<file path="config.mk">
export PLATFORM = sky130hd
export DESIGN_NAME = trace_monitor
export DESIGN_NICKNAME = d
export VERILOG_FILES = /design/src/rtl/trace_monitor.sv
export SDC_FILE = /design/constraint.sdc
export NUM_CORES = 1
export LEC_CHECK = 0
export BUFFER_PORTS_ARGS = -buffer_cell sky130_fd_sc_hd__buf_2
export CORE_MARGIN = 1
export CORE_UTILIZATION = 53
export CTS_CLUSTER_SIZE = 10
export DETAILED_ROUTE_END_ITERATION = 8
export GPL_ROUTABILITY_DRIVEN = 0
export GPL_TIMING_DRIVEN = 1
export PLACE_DENSITY = 0.8
export SYNTH_ARGS = -nofsm -noshare
export SYNTH_HDL_FRONTEND = slang
export SYNTH_SLANG_ARGS = --single-unit
</file>
<file path="constraint.sdc">
create_clock -name clk -period 2.2 [get_ports clk]
set_clock_uncertainty 0.05 [all_clocks]
set_input_delay 0.11 -clock clk [delete_from_list [all_inputs] [get_ports clk]]
set_output_delay 0.11 -clock clk [all_outputs]
set_load 0.005 [all_outputs]
</file>
<file path="src/rtl/trace_monitor.sv">
// trace_monitor: streaming gridworld trajectory monitor with one-shot verdict (optional EARLY_EXIT_EN)
module trace_monitor #(
  parameter int H  = 48,
  parameter int CW = $clog2(H+1)
) (
  input  logic          clk,
  input  logic          rst,
  input  logic          start,
  input  logic [2:0]    x0,
  input  logic [2:0]    y0,
  input  logic          a_valid,
  input  logic [2:0]    a,
  output logic          a_ready,
  output logic [2:0]    pos_x,
  output logic [2:0]    pos_y,
  output logic [CW-1:0] steps,
  output logic          pending,
  output logic          done,
  output logic          accept
);
  typedef enum logic [1:0] {IDLE, RUN, DONE} state_t;
  state_t state, state_n;
  logic blue, yellow, brown, red, go, at_h, resolve, verdict, fire;
  logic [2:0] nx, ny;
`ifndef EARLY_EXIT_EN
  logic seen_red, yellow_ok;
`endif
  // colour sensing on the registered position
  always_comb begin
    blue   = (pos_x == 3'd3 || pos_x == 3'd4) && (pos_y >= 3'd2 && pos_y <= 3'd5);
    yellow = (pos_x == 3'd0 || pos_x == 3'd7) && (pos_y == 3'd0 || pos_y == 3'd7);
    brown  = (pos_x >= 3'd2 && pos_x <= 3'd5) && (pos_y == 3'd0 || pos_y == 3'd7);
    red    = ((pos_x == 3'd1 || pos_x == 3'd6) && (pos_y inside {3'd0, 3'd1, 3'd4, 3'd5}))
          || ((pos_x == 3'd0 || pos_x == 3'd7) && (pos_y inside {3'd1, 3'd4, 3'd5}));
  end
  // verdict resolution; the current cell is always included in the decision
  always_comb begin
    go   = start && state != RUN;
    at_h = steps == CW'(H);
`ifdef EARLY_EXIT_EN
    resolve = red | (yellow & ~pending) | at_h;
    verdict = ~red & yellow & ~pending;
`else
    resolve = at_h;
    verdict = (yellow_ok | (yellow & ~pending)) & ~(seen_red | red);
`endif
  end
  // saturating 2-D step rule
  always_comb begin
    nx = (a inside {3'd1, 3'd2, 3'd3}) ? (pos_x == 3'd7 ? pos_x : pos_x + 3'd1)
       : (a inside {3'd5, 3'd6, 3'd7}) ? (pos_x == 3'd0 ? pos_x : pos_x - 3'd1) : pos_x;
    ny = (a inside {3'd7, 3'd0, 3'd1}) ? (pos_y == 3'd7 ? pos_y : pos_y + 3'd1)
       : (a inside {3'd3, 3'd4, 3'd5}) ? (pos_y == 3'd0 ? pos_y : pos_y - 3'd1) : pos_y;
  end
  // state register
  always_ff @(posedge clk)
    state <= rst ? IDLE : state_n;
  // next-state logic
  always_comb
    state_n = go ? RUN : (state == RUN && resolve) ? DONE : state;
  // outputs; no action is taken on the cycle the verdict resolves
  always_comb begin
    a_ready = state == RUN && !resolve;
    done    = state == DONE;
    fire    = a_valid & a_ready;
  end
  // position, step counter, pending flag and verdict
  always_ff @(posedge clk) begin
    if (rst) begin
      pos_x   <= '0;
      pos_y   <= '0;
      steps   <= '0;
      pending <= 1'b0;
      accept  <= 1'b0;
    end else if (go) begin
      pos_x   <= x0;
      pos_y   <= y0;
      steps   <= '0;
      pending <= 1'b0;
      accept  <= 1'b0;
    end else if (state == RUN) begin
      pending <= blue ? 1'b0 : brown ? 1'b1 : pending;
      if (resolve) accept <= verdict;
      if (fire) begin
        pos_x <= nx;
        pos_y <= ny;
        steps <= steps + CW'(1);
      end
    end
  end
`ifndef EARLY_EXIT_EN
  // sticky trace flags evaluated at the horizon
  always_ff @(posedge clk) begin
    if (rst || go) begin
      seen_red  <= 1'b0;
      yellow_ok <= 1'b0;
    end else if (state == RUN) begin
      seen_red  <= seen_red | red;
      yellow_ok <= yellow_ok | (yellow & ~pending);
    end
  end
`endif
endmodule

</file>
==> run metrics <==
crit path launch type=flop; Root Buffer=clkbuf_4; overall routing resource usage=26.69%; EDFF count, synth=0; worst setup path end=pos_x[1]; CP startpoint=pos_x[0]; R2R cell count=7; fin util=66.37%; Final Max Slew Viols=0; worst hold path class=in2reg; Worst slew margin=~73%; # nets final=212; HP Start=x0[2]; setup violators final=0; Die Width=51.34 µm; leakage=approximately 0.65 nW; ys async rst share=0%; yosys warns=0; number of buffers created by CTS=3; Die Y=51.34 µm; sequential area share after synthesis=approximately 28%; CP Class=reg2reg; Reg clk slew, reported paths=around 90 ps; CTS tree=yes; reg2reg end=pos_x[1]; Placed Cells=206; htree depth=1; Final Non-Filler Cells=212; DRC viols=0; number of max-cap violations=0; # diodes=0; TNS Setup=0 ps; initial antenna violation count=0; DRT Pass-1 Iters=4; total core area=2255 µm²; Starting Density=57.21%; VDD IR max=between 0.3 and 0.4 mV; vias in the first global route=1223; port bufs=28; CP Capture Type=flop; R2R Path Start=pos_x[0]; area leader, netlist=dfxtp_1; HPWL Detailed=2.341 mm; Avg WL per Cell=14.05 µm; synthesized area=1290 µm²; top cells by area, synth=dfxtp_1 28%, ha_1 14%, nor2_1 5.2%; area delta synth->final=16.00%; # clock sinks=18; Required @ worst endpoint=around 2400 ps; Final Hold Viols=0; Post-Syn Instances=156; post-synthesis cell type count=between 40 and 50; layout cell share with drive strength beyond 1=20.65%; outcome=completed; Worst Path Arrival=approximately 2200 ps; clk buf depth=2; Power Density=513.0 nW/µm²; IO Count=29; first-pass GRT wire length=5.244 mm; total design power=0.7676 mW; post-synthesis average cell area=~8.3 µm²; Worst-Margin Slew=roughly 390 ps; critical path fanouts, max=7; Post-Syn Nets=about 180; Final min period=2002 ps; vias per inst=6.028; Yosys top cell area share=27.93%; commonest cells in the netlist=18 x dfxtp_1, 18 x nor2_1, 14 x ha_1; number of DRC markers in iteration 0=26; Post-CTS Repair Setup Buffers=0; final wirelength=2.978 mm; Die Area=~2600 µm²; placement row count=17; Max Clock Freq=499.6 MHz; synthesized flop and latch total=18; via count=1278; period utilisation layout=between 90% and 100%; clk_lat worst skew=300 ps; pin count of the biggest net entering global routing=14; unrepaired setup endpoints after global routing=false; grt ovf=0; predominant post-synthesis flop cell=dfxtp_1; FF-to-FF setup slack=200 ps; post-route ant nets=0
sequential cells by signal, indices dropped and copies added, names as in the netlist:
name,cells
steps,6
pos_x,3
pos_y,3
state,2
accept,1
pending,1
seen_red,1
yellow_ok,1
worst min path at each step:
stage / end / slack [ps] / cells past startpoint
after floorplan: pos_x[0] / 130 / 1
after global placement: pos_y[2] / 310 / 3
after detailed placement: pos_x[2] / 320 / 3
after CTS: pos_x[2] / 2 / 3
after global routing: pos_x[2] / 9 / 3
final: pos_x[2] / 8 / 3
per-layer routing:
metal  GRT usage, %  up-vias  routed length [µm]
met5              0        -                   0
met4          7.207        0                  30
met3          6.548        4                 162
met2          46.71       42                1424
met1          32.25      601                1361
li1               -      631                   -
critical path: stages, from the launching register on:
cell	delay, ps
dfxtp_2	400
inv_1	80
ha_1	220
ha_1	220
mux2i_1	160
o21ai_1	160
or3_1	370
a311oi_1	260
report_power, final:
group          switching [mW]  internal [mW]
clock                   0.102          0.101
combinational           0.114         0.0871
sequential             0.0221          0.341
total                   0.238          0.529
what timing repair did:
| item | in CTS | in global routing |
|---|---|---|
| setup endpoints to repair | 0 | 2 |
| resized for setup | 0 | 3 |
| hold buffers | 2 | 0 |
| hold endpoints to repair | 2 | 0 |
layout make-up:
type | count | area [µm²]
Multi-Input combinational cell | 121 | 860.8
Fill cell | 198 | 758.2
Sequential cell | 18 | 362.8
Timing Repair Buffer | 30 | 160.2
Inverter | 11 | 41.29
Clock buffer | 4 | 36.28
Tap cell | 28 | 35.03
metrics by stage:
stage / worst slack (ps) / instance area (µm²) / hold WS [ps]
2_1_floorplan: 313.9 / 1290 / 132.1
3_3_place_gp: 237.3 / 1438 / 307.6
3_5_place_dp: 55.70 / 1438 / 316.1
4_1_cts: 46.21 / 1494 / 2.339
5_1_grt: 23.21 / 1496 / 8.959
6_report: 198.3 / 1496 / 7.947
placed cells by master (no fill, tap or decap), types with 4 or more instances in the layout:
cell type,Yosys,routed
buf_2,4,28
nand2_1,6,6
o21ai_0,6,5
nor2_1,18,18
o211ai_1,4,4
inv_1,11,11
ha_1,14,14
a21oi_1,7,7
xor2_1,4,4
nor3_1,6,6
mux2i_1,4,4
nand3_1,8,8
dfxtp_1,18,16
cell families after synthesis:
family | synth area share (%)
AOI/OAI and AO/OA | 22.31
xor gates and xnor gates | 4.074
adders and majority gates | 13.58
buffers and inverters | 5.335
DFF | 27.93
muxes | 3.104
and+or+nand+nor | 23.67
No activity file was read; power rests on OpenSTA's default activity.
